==> src/rtl/music_pkg.sv <==
`default_nettype none
// +----------------------------------------------------------------------+
// | music_pkg                                                            |
// | Note-code fields, octave-1 half-period table and player states.      |
// | Rev 1.0 - initial release                                            |
// +----------------------------------------------------------------------+
package music_pkg;

   localparam int OCT_MSB = 7;
   localparam int OCT_LSB = 4;
   localparam int DEG_MSB = 3;
   localparam int DEG_LSB = 0;
   localparam logic [7:0] END_CODE = 8'h00;
   localparam int HP_W = 17;

   // Octave-1 half-periods in 50 MHz cycles for C D E F G A B
   localparam logic [HP_W-1:0] BASE [7] = '{
      17'd95554, 17'd85132, 17'd75843, 17'd71586, 17'd63776, 17'd56818, 17'd50619
   };

   typedef enum logic [2:0] {
      IDLE  = 3'd0,
      FETCH = 3'd1,
      LATCH = 3'd2,
      PLAY  = 3'd3,
      GAP   = 3'd4,
      DONE  = 3'd5
   } state_e;

   // Zero means rest: the octave or degree field is out of range
   function automatic logic [HP_W-1:0] half_period(input logic [7:0] code, input int shift);
      logic [3:0]      oct;
      logic [3:0]      deg;
      logic [2:0]      idx;
      logic [HP_W-1:0] base;
      oct = code[OCT_MSB:OCT_LSB];
      deg = code[DEG_MSB:DEG_LSB];
      idx = deg[2:0] - 3'd1;
      base = BASE[idx];
      half_period = '0;
      if (oct >= 4'd1 && oct <= 4'd3 && deg >= 4'd1 && deg <= 4'd7) begin
         half_period = base >> (int'(oct) - 1 + shift);
      end
   endfunction

endpackage
`default_nettype wire

==> src/rtl/music_tone_gen.sv <==
`default_nettype none
// +----------------------------------------------------------------------+
// | music_tone_gen                                                       |
// | Square-wave generator: toggles speaker every half_i enabled cycles.  |
// | Rev 1.0 - initial release                                            |
// +----------------------------------------------------------------------+
module music_tone_gen
   import music_pkg::*;
(
   input  logic            clk_i,
   input  logic            rst_i,
   input  logic            load_i,
   input  logic            en_i,
   input  logic [HP_W-1:0] half_i,
   output logic            speaker_o
);

   logic [HP_W-1:0] cnt_q;
   logic            spk_q;

   always_ff @(posedge clk_i) begin
      if (rst_i) begin
         cnt_q <= '0;
         spk_q <= 1'b0;
      end else if (load_i) begin
         cnt_q <= half_i - 1'b1;
         spk_q <= 1'b0;
      end else if (!en_i) begin
         spk_q <= 1'b0;
      end else if (cnt_q == '0) begin
         cnt_q <= half_i - 1'b1;
         spk_q <= ~spk_q;
      end else begin
         cnt_q <= cnt_q - 1'b1;
      end
   end

   assign speaker_o = spk_q;

endmodule
`default_nettype wire

==> src/rtl/music_rom_player.sv <==
`default_nettype none
// +----------------------------------------------------------------------+
// | music_rom_player                                                     |
// | Walks the note ROM and plays each note, then a silent gap.           |
// | Define MUSIC_PLAYER_LOOP_EN to replay the song until stop.           |
// | Rev 1.0 - initial release                                            |
// +----------------------------------------------------------------------+
module music_rom_player
   import music_pkg::*;
#(
   parameter int ROM_AW     = 9,
   parameter int SONG_LEN   = 37,
   parameter int NOTE_TICKS = 12_500_000,
   parameter int GAP_TICKS  = 1_250_000,
   parameter int TONE_SHIFT = 0
) (
   input  logic              clock,
   input  logic              reset,
   input  logic              start,
   input  logic              stop,
   output logic [ROM_AW-1:0] address,
   input  logic [7:0]        q,
   output logic              speaker,
   output logic [7:0]        note_code,
   output logic              playing,
   output logic              done
);

   localparam int DUR_W = $clog2(NOTE_TICKS + 1);
   localparam int GAP_W = $clog2(GAP_TICKS + 1);
   localparam logic [DUR_W-1:0]  DUR_LAST  = DUR_W'(NOTE_TICKS - 1);
   localparam logic [GAP_W-1:0]  GAP_LAST  = GAP_W'(GAP_TICKS - 1);
   localparam logic [ROM_AW-1:0] ADDR_LAST = ROM_AW'(SONG_LEN - 1);

   state_e            state_q;
   logic [ROM_AW-1:0] address_q;
   logic [7:0]        note_code_q;
   logic              playing_q;
   logic              done_q;
   logic [DUR_W-1:0]  dur_q;
   logic [GAP_W-1:0]  gap_q;
   logic [HP_W-1:0]   half_q;
   logic              rest_q;

   logic [HP_W-1:0]   half_d;
   logic              tone_load;
   logic              tone_en;
   logic [HP_W-1:0]   tone_half;

   assign half_d    = half_period(q, TONE_SHIFT);
   assign tone_load = (state_q == LATCH) && !stop && (q != END_CODE);
   assign tone_en   = (state_q == PLAY) && !stop && !rest_q && (dur_q != DUR_LAST);
   assign tone_half = tone_load ? half_d : half_q;

   always_ff @(posedge clock) begin
      if (reset || stop) begin
         state_q     <= IDLE;
         address_q   <= '0;
         note_code_q <= '0;
         playing_q   <= 1'b0;
         done_q      <= 1'b0;
         dur_q       <= '0;
         gap_q       <= '0;
         half_q      <= '0;
         rest_q      <= 1'b0;
      end else begin
         done_q <= 1'b0;
         case (state_q)
            IDLE: begin
               address_q <= '0;
               if (start) state_q <= FETCH;
            end
            FETCH: state_q <= LATCH;
            LATCH: begin
               note_code_q <= q;
               if (q == END_CODE) begin
                  state_q   <= DONE;
                  done_q    <= 1'b1;
                  address_q <= '0;
               end else begin
                  half_q    <= half_d;
                  rest_q    <= (half_d == '0);
                  dur_q     <= '0;
                  playing_q <= 1'b1;
                  state_q   <= PLAY;
               end
            end
            PLAY: begin
               if (dur_q == DUR_LAST) begin
                  dur_q   <= '0;
                  gap_q   <= '0;
                  state_q <= GAP;
               end else begin
                  dur_q <= dur_q + 1'b1;
               end
            end
            GAP: begin
               if (gap_q == GAP_LAST) begin
                  gap_q     <= '0;
                  playing_q <= 1'b0;
                  if (address_q == ADDR_LAST) begin
                     state_q     <= DONE;
                     done_q      <= 1'b1;
                     note_code_q <= '0;
                     address_q   <= '0;
                  end else begin
                     address_q <= address_q + 1'b1;
                     state_q   <= FETCH;
                  end
               end else begin
                  gap_q <= gap_q + 1'b1;
               end
            end
            DONE: begin
               address_q   <= '0;
               note_code_q <= '0;
`ifdef MUSIC_PLAYER_LOOP_EN
               state_q     <= FETCH;
`else
               state_q     <= IDLE;
`endif
            end
            default: state_q <= IDLE;
         endcase
      end
   end

   music_tone_gen u_tone (
      .clk_i     (clock),
      .rst_i     (reset),
      .load_i    (tone_load),
      .en_i      (tone_en),
      .half_i    (tone_half),
      .speaker_o (speaker)
   );

   assign address   = address_q;
   assign note_code = note_code_q;
   assign playing   = playing_q;
   assign done      = done_q;

endmodule
`default_nettype wire

==> config.mk <==
export PLATFORM = sky130hd
export DESIGN_NAME = music_rom_player
export DESIGN_NICKNAME = d
export VERILOG_FILES = /design/src/rtl/music_pkg.sv /design/src/rtl/music_tone_gen.sv /design/src/rtl/music_rom_player.sv
export SDC_FILE = /design/constraint.sdc
export NUM_CORES = 1
export LEC_CHECK = 0
export CORE_ASPECT_RATIO = 1.5
export CORE_MARGIN = 2
export CORE_UTILIZATION = 30
export DETAILED_ROUTE_END_ITERATION = 8
export PLACE_DENSITY = 0.45
export SLEW_MARGIN = 0
export SYNTH_ARGS = -nofsm -noshare
export SYNTH_HDL_FRONTEND = slang
export SYNTH_SLANG_ARGS = --single-unit
==> constraint.sdc <==
create_clock -name clock -period 4.3 [get_ports clock]
set_input_delay 0.86 -clock clock [delete_from_list [all_inputs] [get_ports clock]]
set_output_delay 0.86 -clock clock [all_outputs]
set_load 0.02 [all_outputs]
# == Word level (Yosys, flattened, before mapping) ==
# Memory sizes are Yosys's and may differ from the RTL's.
# Cells that the tools add are included.
# word_totals
romBits,136
wordCells,108
memories,1
out_inout_bits,20
register_bits,103
in_bits,12
# op_classes
n_lt_le_gt_ge,5
n_eq_ne,15
addsub,7
reduce_logical,31
shifts,1
bitwise_logic,4
n_mux,33
# mem_list
memory,words,word_bits,rd,rd_clocked_by_memory_dff,wr,line_no,rtl
(no name shown),8,17,1,0,0,music_pkg.sv:39,base = BASE[idx];
# ops
op,n
$mux W17,7
$mux W24,2
$pmux W24 S2,1
$mux W21,2
$pmux W21 S2,1
$logic_not A17 Y1,2
$sub A17 B1 Y17 const B,2
$shr A17 B32 Y17,1
$mux W9,3
$pmux W9 S3,1
$add A24 B1 Y24 const B,1
$eq A24 B24 Y1 const B,1
$ne A24 B24 Y1 const B,1
$pmux W8 S3,1
$add A21 B1 Y21 const B,1
$eq A21 B21 Y1 const B,1
$mux W8,2
$mux W3,5
$pmux W3 S5,1
$reduce_and A3 Y1,4
$add A9 B1 Y9 const B,1
$eq A9 B6 Y1 const B,1
$ge A4 B1 Y1 const B,2
$logic_and A1 B1 Y1,8
24 further kinds,44

# == Depth between registers and ports, before layout ==
# Gate-level depths: netlist of run 1.
# logic_depth
ltp_word,12
depth_mapped,17
depth_no_buf,14

# == By module ==
# Synthesis of run 1 repeated with hierarchy kept, for this count alone.
# hier_totals
cells_unflattened,908
area_unflattened_um2,6951.7
# by_module_without_submodules
module,seq_area_each_um2,n_inst,area_per_inst_um2,cells_per_inst
music_rom_player,1701.6,1,5460.2,716
music_tone_gen,360.3,1,1491.4,192

# == Least setup slack after synthesis of run 1 ==
# Ideal clock, no wire load.
# synth_path
path_type,input-to-reg
from,input q[0]
to,register u_tone.cnt_q[8]
slack_ns,0.031
t_arrival_ns,4.152
cell_stages,16
t_required_ns,4.183
setup_ns,0.117
path_buffers,2
cell_sequence,clkbuf_1 inv_1 ha_1 xnor2_2 buf_6 nor2_1 a311o_1 a311oi_1 o32a_1 o21a_1 ha_1 inv_1 or4_1 xor2_1 a21oi_1 o21ai_1
# synth_between
elab_chain_cells,12
elab_cells_between_ends,19
cone_classes,add/sub (2); order compare (2); shift (1); mux (7); bitwise (1); reduce/logical (5); memory (1)
# synth_rtl
element,line_no,rtl
from (decl),music_rom_player.sv:22,"input logic [7:0] q,"
$sub A3 B1 Y3,music_pkg.sv:38,idx = deg[2:0] - 3'd1;
$not A3 Y4 (not written as such),music_pkg.sv:39,
$mem_v2 Z8 W17,-,
$mux W17 (not written as such) (2 in series),music_pkg.sv:39,
$shr A17 B32 Y17,music_pkg.sv:42,half_period = base >> (int'(oct) - 1 + shift);
$mux W17,music_pkg.sv:41,if (oct >= 4'd1 && oct <= 4'd3 && deg >= 4'd1 && deg <= 4'd7) begin
$mux W17,music_rom_player.sv:53,assign tone_half = tone_load ? half_d : half_q;
$sub A17 B1 Y17,"music_tone_gen.sv:26, music_tone_gen.sv:31",
$mux W17,music_tone_gen.sv:30,end else if (cnt_q == '0) begin
$mux W17,music_tone_gen.sv:28,end else if (!en_i) begin
$mux W17,music_tone_gen.sv:25,end else if (load_i) begin
to (signal assigned),music_tone_gen.sv:26,cnt_q <= half_i - 1'b1;
to (signal assigned),music_tone_gen.sv:31,cnt_q <= half_i - 1'b1;
to (signal assigned),music_tone_gen.sv:34,cnt_q <= cnt_q - 1'b1;
to (decl),music_tone_gen.sv:18,logic [HP_W-1:0] cnt_q;
# Several ways; a longest one is shown, not always the timed one. The select of a mux whose other input is x is not followed.
# A chain may end at the register's enable or synchronous reset.

# == Worst setup path in the final report of run 1 ==
# Same ends and word-level chain as after synthesis.

==> flow_metrics.py, run 1 <==
metrics = {
    "yosys": {
        "synth_async_sr_flop_share": 0,
        "ys_seq_area_frac": 0.2973,
        "yosys_most_used_dff": "sky130_fd_sc_hd__dfxtp_1",
        "netlist.area_leader.share": 0.2973,
        "synth_seq_cells": 103,
        "synthMostInstantiatedCell": "sky130_fd_sc_hd__nor2_1",
        "synthTopCellsByCount": "sky130_fd_sc_hd__nor2_1, sky130_fd_sc_hd__nand2_1, sky130_fd_sc_hd__dfxtp_1, sky130_fd_sc_hd__a21oi_1, sky130_fd_sc_hd__o21ai_0",
        "syn_avg_cell_area_um2": 7.300,
        "synth.largest_area_cell": "sky130_fd_sc_hd__dfxtp_1",
        "postSynthNetCount": 979,
        "post_synth_inst_count": 950,
        "synth_area_leaders": "sky130_fd_sc_hd__dfxtp_1, sky130_fd_sc_hd__nor2_1, sky130_fd_sc_hd__a21oi_1",
        "post_synth_num_cell_types": 84,
        "syn-cell-area_um2": 6935,
        "synth-edff-count": 0,
        "synthesis.yosys.warnings": 0,
    },
    "cells_and_area": {
        "n_fill_cell": 2421,
        "final_net_count": 1103,
        "final_layout_size_suffix_gt1_frac": 0.1761,
        "signed_area_change_from_the_synthesized_netlist_to_the_final_layout_pct": 26.07,
        "multi_input_comb_area_um2": 4599,
        "antenna_cells": 0,
        "area.sequential_um2": 2062,
    },
    "die": {
        "fp.dieH_um": 190.2,
        "io_pins": 32,
        "floorplan.die_area_um2": 24380,
        "core_region_area_um2": 22890,
        "fp.dieW_um": 128.1,
        "fp-row-count": 68,
        "initial_util": 0.3030,
    },
    "critical_path": {
        "rr_startpoint": "u_tone.cnt_q[0]$_SDFFE_PP0P_",
        "r2r.worst_path.cells": 12,
        "rrSetupSlack_ns": 1.01,
        "biggest_fanout_along_the_worst_timing_path": 5,
        "critical_path.endpoint_type": "flip-flop",
        "worst_setup_path_endpoint": "u_tone.cnt_q[8]$_SDFFE_PP0P_",
        "r2r_end": "u_tone.cnt_q[4]$_SDFFE_PP0P_",
        "setup.worst_path.start_class": "primary input",
        "worst_ep_arrival_time_ns": 4.37,
        "worstSetupStartpoint": "q[0]",
        "timing.critical_path.required_ns": 4.56,
        "setup.worst_path.class": "primary input to flip-flop",
    },
    "timing": {
        "timing.slew.headroom": 0.3279,
        "maxClockFrequency_mhz": 243.2,
        "rsz0062_at_grt": "no",
        "worst_clock_skew_ns": 0.007247,
        "final_period_minus_worst_setup_slack_ns": 4.112,
        "final.setup.tns_ns": 0,
        "fin_crit_sh": 0.9563,
        "finalSetupViolations": 0,
        "worst_hold_slack_ns": 0.4561,
        "timing.final.max_slew_violations": 0,
        "worst-slew-pin-transition_ns": 1.003,
        "timing_hold_violations_final": 0,
    },
    "pwr": {
        "power.share.switching": 0.3202,
        "power.clock.fraction": 0.348,
        "cellInternalPower_w": 0.001646,
        "power_switching_w": 0.0007753,
        "seq_power_share": 0.403,
        "power_per_cell_area_nw_per_um2": 276.9,
        "p_comb_frac": 0.249,
        "peak_ir_drop_on_the_vdd_network_mv": 0.2241,
        "cellLeakagePower_nw": 3.352,
    },
    "detailed_routing": {
        "drtPass1Iterations": 5,
        "average_vias_per_placed_instance": 5.207,
        "antenna_violating_nets_post_route": 0,
        "drt_drc_violations_left": 0,
        "drt_first_iter_violations": 389,
        "finalWirelength_um": 22000,
        "via_count": 7076,
        "final_routed_wire_length_divided_by_cell_count_um": 16.19,
    },
    "clocking": {
        "cts.reportedPaths.clkPinSlew_ns": 0.07,
        "tritoncts_num_sinks": 103,
        "holdBufCountCts": 0,
        "tritoncts.num_buffers": 9,
        "clock_tree.root_cell": "sky130_fd_sc_hd__clkbuf_16",
        "clock_path_buffers": 2,
        "postCtsSetupRepairBufs": 0,
        "cts_tree": "built",
        "clkLatencyLatePin_ns": 0.37,
        "deepest_level_of_the_cts_h_tree": 3,
    },
    "run": {
        "timing.max_cap.violations": 0,
    },
    "outcome": {
        "status": "complete, no violations",
    },
    "global_routing": {
        "global_route.overflow_total": 0,
        "global_route.usage.total": 0.1833,
        "pin_count_of_the_biggest_net_entering_global_routing": 62,
        "via_count_of_the_first_global_routing_pass": 6945,
        "wire_length_of_the_first_global_routing_pass_um": 35710,
        "grt_antenna_before_repair": 0,
    },
    "min_path": {
        "hold_path.startpoint": "half_q[2]$_SDFFE_PP0P_",
        "worstHoldPathType": "flip-flop to flip-flop",
    },
    "placement": {
        "detailedPlacementHpwl_um": 16710,
        "port-buffer-count": 31,
        "place.gp.congestion": 0.8735,
    },
}
-- logic make-up after synthesis --
group,share of synthesized area
AOI/OAI and AO/OA,0.2280
xor gates and xnor gates,0.05015
DFF,0.2973
and+or+nand+nor,0.3224
muxes,0.02435
adders and majority gates,0.03067
buffers and inverters,0.04708
-- cell usage in the layout (no fill, tap or decap), types with 4 or more instances in the layout --
cell,netlist,routed
sky130_fd_sc_hd__o31ai_1,4,4
sky130_fd_sc_hd__clkdlybuf4s50_1,0,31
sky130_fd_sc_hd__o22ai_1,7,7
sky130_fd_sc_hd__a21o_1,7,7
sky130_fd_sc_hd__a22oi_1,7,7
sky130_fd_sc_hd__xor2_1,19,19
sky130_fd_sc_hd__clkbuf_16,0,9
sky130_fd_sc_hd__ha_1,17,16
sky130_fd_sc_hd__nand4_1,16,16
sky130_fd_sc_hd__a31oi_1,7,7
sky130_fd_sc_hd__nor2_1,141,141
sky130_fd_sc_hd__dfxtp_1,103,103
sky130_fd_sc_hd__and4_1,4,4
sky130_fd_sc_hd__and2_1,8,8
sky130_fd_sc_hd__nand3b_1,9,9
sky130_fd_sc_hd__xnor2_1,17,17
sky130_fd_sc_hd__nand2_1,107,106
sky130_fd_sc_hd__nor3b_1,4,4
sky130_fd_sc_hd__nand2b_1,10,10
sky130_fd_sc_hd__and3_1,12,12
sky130_fd_sc_hd__buf_4,3,133
sky130_fd_sc_hd__nor4_1,12,11
sky130_fd_sc_hd__a21oi_1,89,88
sky130_fd_sc_hd__a311oi_1,6,6
sky130_fd_sc_hd__mux2i_1,12,11
sky130_fd_sc_hd__nor3_1,47,46
sky130_fd_sc_hd__nand3_1,36,36
sky130_fd_sc_hd__o21ai_1,4,4
sky130_fd_sc_hd__o21ai_0,59,59
sky130_fd_sc_hd__a221oi_1,4,4
sky130_fd_sc_hd__inv_1,20,20
sky130_fd_sc_hd__or3_1,9,9
sky130_fd_sc_hd__nor2b_1,8,8
sky130_fd_sc_hd__nor4b_1,5,5
sky130_fd_sc_hd__or4_1,6,6
sky130_fd_sc_hd__a211oi_1,14,14
-- power groups by stage --
stage,combinational (W),sequential (W),clock [W]
floorplan,0.000358,0.000994,0
global route,0.000661,0.000977,0.000897
finish,0.000603,0.000975,0.000843
detailed placement,0.000599,0.000997,0
CTS,0.000601,0.000975,0.000874
global placement,0.000602,0.000998,0
-- worst min-delay path by stage --
| stage | to | cells past startpoint |
|---|---|---|
| finish | half_q[2]$_SDFFE_PP0P_ | 2 |
| global route | half_q[13]$_SDFFE_PP0P_ | 2 |
| CTS | half_q[2]$_SDFFE_PP0P_ | 2 |
| detailed placement | half_q[2]$_SDFFE_PP0P_ | 2 |
| global placement | half_q[2]$_SDFFE_PP0P_ | 2 |
| floorplan | half_q[2]$_SDFFE_PP0P_ | 2 |
-- through the flow --
step	worst slack (ns)	util	std cells	total power, W	instance area [µm²]
after detailed placement	-0.2588	0.3674	1343	0.001596	8408
after CTS	0.1229	0.3803	1359	0.002451	8705
final	0.1881	0.3820	1359	0.002421	8743
after global routing	0.02271	0.3820	1359	0.002535	8743
after floorplan	0.03103	-	950	0.001352	6935
after global placement	-0.2052	0.3674	1343	0.001599	8408
-- layout make-up --
type	instances	share of cell area
sequential	103	0.2358
tap	280	0.04007
timing repair buffer	166	0.1543
clock buffer	11	0.02891
clock inverter	5	0.005009
inverter	23	0.009874
multi-input combinational	771	0.5260
-- critical path, stage by stage --
cell and delay (ns):
sky130_fd_sc_hd__clkdlybuf4s50_1 0.48, sky130_fd_sc_hd__inv_1 0.06, sky130_fd_sc_hd__ha_1 0.24, sky130_fd_sc_hd__buf_4 0.17
sky130_fd_sc_hd__xor2_4 0.24, sky130_fd_sc_hd__mux2i_2 0.29, sky130_fd_sc_hd__buf_4 0.16, sky130_fd_sc_hd__a21o_1 0.11
sky130_fd_sc_hd__a32oi_1 0.13, sky130_fd_sc_hd__buf_4 0.18, sky130_fd_sc_hd__a221oi_4 0.24, sky130_fd_sc_hd__ha_2 0.23
sky130_fd_sc_hd__inv_1 0.08, sky130_fd_sc_hd__or4_1 0.54, sky130_fd_sc_hd__xor2_1 0.16, sky130_fd_sc_hd__a21oi_1 0.15
sky130_fd_sc_hd__o21ai_1 0.06
-- flip-flops by register name, summed over array words and instances, names as in the netlist --
signal            flops
half_q               17
u_tone.speaker_o      1
done                  1
address               9
note_code             8
state_q               3
rest_q                1
dur_q                24
playing               1
gap_q                21
u_tone.cnt_q         17
-- routing by layer --
layer / GRT usage / up-vias / share of wire
met4: 0.06678 / 0 / 0.024
met2: 0.3429 / 89 / 0.52
met5: 0 / - / 0
met3: 0.02413 / 27 / 0.026
met1: 0.2100 / 3292 / 0.43
li1: - / 3668 / -
-- timing repair --
item | in CTS | in global routing
endpoints found under the hold margin | 0 | 0
setup endpoints to repair | 0 | 13
resized for setup | 0 | 6
(Power assumes the default switching activity.)
==> run 2: changes to the inputs <==
PLACE_DENSITY = unset   (was 0.45)
PLACE_DENSITY_LB_ADDON = 0.25   (was unset)
==> run 2 against run 1 <==
Compared with the run above:
- clock power grew 4.4%
- non-clock buffer count is 5 lower
- clock skew is essentially flat
- clock-buffer cell count down 1
- routed wire length shrank 5.2%
- via count increased by 0.44%
- total power up 1.2%
- design area shrank 0.24%
- sequential power about the same
- critical path type unchanged
- largest cell class unchanged
==> flow_metrics.py, run 2 (synthesis results as in run 1) <==
metrics = {
    "placement": {
        "detailedPlacementHpwl_um": 16000,
        "dp_worst_setup_slack_ns": -0.3819,
        "port-buffer-count": 31,
        "place.gp.congestion": 0.8986,
    },
    "timing": {
        "timing.final.max_slew_violations": 0,
        "worst-slew-pin-transition_ns": 1.052,
        "finalWorstSetupSlack_ns": 0.1739,
        "timing_hold_violations_final": 0,
        "worst_clock_skew_ns": 0.007110,
        "maxClockFrequency_mhz": 242.4,
        "finalSetupViolations": 0,
        "final.setup.tns_ns": 0,
        "final_period_minus_worst_setup_slack_ns": 4.126,
        "rsz0062_at_grt": "no",
        "timing.slew.headroom": 0.2987,
        "fin_crit_sh": 0.9596,
    },
    "cells_and_area": {
        "final_core_util": 0.3811,
        "final_layout_size_suffix_gt1_frac": 0.1695,
        "antenna_cells": 0,
        "max_flop_register": "dur_q",
        "top_regs": "dur_q (24), gap_q (21)",
        "largest_reg_flops": 24,
        "layout.cells.most_common_list": "sky130_fd_sc_hd__nor2_1, sky130_fd_sc_hd__buf_4, sky130_fd_sc_hd__nand2_1",
        "final_net_count": 1098,
        "signed_area_change_from_the_synthesized_netlist_to_the_final_layout_pct": 25.76,
        "most_frequent_standard_cell_in_the_layout_excluding_fill_and_tap_cells": "sky130_fd_sc_hd__nor2_1",
    },
    "clocking": {
        "cts_tree": "built",
        "clock_path_buffers": 2,
        "cts.reportedPaths.clkPinSlew_ns": 0.08,
        "tritoncts_num_sinks": 103,
        "clock_tree.root_cell": "sky130_fd_sc_hd__clkbuf_16",
        "tritoncts.num_buffers": 9,
        "clkLatencyLatePin_ns": 0.35,
        "holdBufCountCts": 0,
        "deepest_level_of_the_cts_h_tree": 3,
    },
    "die": {
        "core_region_area_um2": 22890,
        "initial_util": 0.3030,
        "fp-row-count": 68,
        "fp.dieW_um": 128.1,
        "io_pins": 32,
        "floorplan.die_area_um2": 24380,
        "fp.dieH_um": 190.2,
    },
    "critical_path": {
        "critical_path.endpoint_type": "flip-flop",
        "setup.worst_path.class": "primary input to flip-flop",
        "timing.critical_path.required_ns": 4.55,
        "setup.worst_path.start_class": "primary input",
        "worst_ep_arrival_time_ns": 4.37,
        "biggest_fanout_along_the_worst_timing_path": 7,
    },
    "pwr": {
        "power_per_cell_area_nw_per_um2": 280.8,
        "seq_power_share": 0.398,
        "cellInternalPower_w": 0.001693,
        "cellLeakagePower_nw": 3.323,
        "power.share.switching": 0.3088,
        "peak_ir_drop_on_the_vdd_network_mv": 0.1776,
        "power_switching_w": 0.0007564,
        "p_comb_frac": 0.243,
        "power.clock.fraction": 0.359,
    },
    "global_routing": {
        "global_route.overflow_total": 0,
        "via_count_of_the_first_global_routing_pass": 7076,
        "wire_length_of_the_first_global_routing_pass_um": 35090,
        "grt_antenna_before_repair": 0,
        "global_route.usage.total": 0.1774,
        "pin_count_of_the_biggest_net_entering_global_routing": 41,
    },
    "detailed_routing": {
        "via_count": 7107,
        "average_vias_per_placed_instance": 5.249,
        "finalWirelength_um": 20850,
        "drtPass1Iterations": 5,
        "final_routed_wire_length_divided_by_cell_count_um": 15.40,
        "antenna_violating_nets_post_route": 0,
        "drt_drc_violations_left": 0,
        "drt_first_iter_violations": 278,
    },
    "run": {
        "timing.max_cap.violations": 0,
    },
    "outcome": {
        "status": "complete, no violations",
    },
    "min_path": {
        "worstHoldPathType": "flip-flop to flip-flop",
    },
}
==> run 2: worst paths after layout <==
kind	start	endpoint	slack, ns	cells past startpoint
setup reg to reg	gap_q[0]$_SDFFE_PP0P_	address[7]$_SDFFE_PP0P_	0.95	11
setup / recovery	q[0]	u_tone.cnt_q[8]$_SDFFE_PP0P_	0.17	16
hold reg to reg	half_q[15]$_SDFFE_PP0P_	half_q[15]$_SDFFE_PP0P_	0.46	2
hold / removal	half_q[15]$_SDFFE_PP0P_	half_q[15]$_SDFFE_PP0P_	0.46	2
==> run 2: repair_timing <==
action	in CTS	in global routing
endpoints found under the setup margin	3	11
gates resized for setup	1	4
buffers inserted	0	4
pin swaps	0	4
==> run 2: routing by layer <==
| metal | global-route usage | vias to the layer above | wire [µm] |
|---|---|---|---|
| li1 | - | 3655 | - |
| met1 | 0.2017 | 3284 | 8833 |
| met2 | 0.3264 | 125 | 10770 |
| met3 | 0.02160 | 43 | 455 |
| met4 | 0.08242 | 0 | 793 |
| met5 | 0 | - | 0 |
==> run 2: area by class of cell <==
cell class                 instances  area, µm²
fill                            2397      14160
multi-input combinational        771       4587
sequential                       103       2062
timing repair buffer             161       1324
tap                              280      350.3
clock buffer                      10      239.0
inverter                          23      86.33
clock inverter                     6      73.82
==> run 2: worst max-delay path, cell delays in order <==
cell,delay [ns]
sky130_fd_sc_hd__clkdlybuf4s50_1,0.48
sky130_fd_sc_hd__inv_1,0.07
sky130_fd_sc_hd__ha_2,0.22
sky130_fd_sc_hd__buf_4,0.16
sky130_fd_sc_hd__xor2_4,0.19
sky130_fd_sc_hd__buf_4,0.17
sky130_fd_sc_hd__a211oi_1,0.21
sky130_fd_sc_hd__a2111oi_1,0.11
sky130_fd_sc_hd__buf_4,0.16
sky130_fd_sc_hd__a22oi_1,0.23
sky130_fd_sc_hd__o31ai_1,0.15
sky130_fd_sc_hd__or3b_4,0.46
sky130_fd_sc_hd__or4_1,0.50
sky130_fd_sc_hd__xor2_1,0.17
sky130_fd_sc_hd__a21oi_1,0.16
sky130_fd_sc_hd__o21ai_1,0.07
==> run 2: power groups by stage <==
stage	Sequential, W	Clock, W	Combinational [W]
after floorplan	0.000994	0	0.000358
after global placement	0.000998	0	0.000583
after detailed placement	0.000998	0	0.000581
after CTS	0.000975	0.000906	0.000586
after global routing	0.000977	0.000937	0.000656
final	0.000975	0.000880	0.000594
==> run 2: metrics by stage <==
| step | area (µm²) | instances | hold slack (ns) | total power (W) |
|---|---|---|---|---|
| final | 8722 | 1354 | 0.4594 | 0.002449 |
| after global routing | 8722 | 1354 | 0.4845 | 0.002570 |
| after CTS | 8660 | 1350 | 0.4605 | 0.002467 |
| after detailed placement | 8335 | 1334 | 0.4498 | 0.001579 |
| after global placement | 8335 | 1334 | 0.4398 | 0.001580 |
| after floorplan | 6935 | 950 | 0.4317 | 0.001352 |
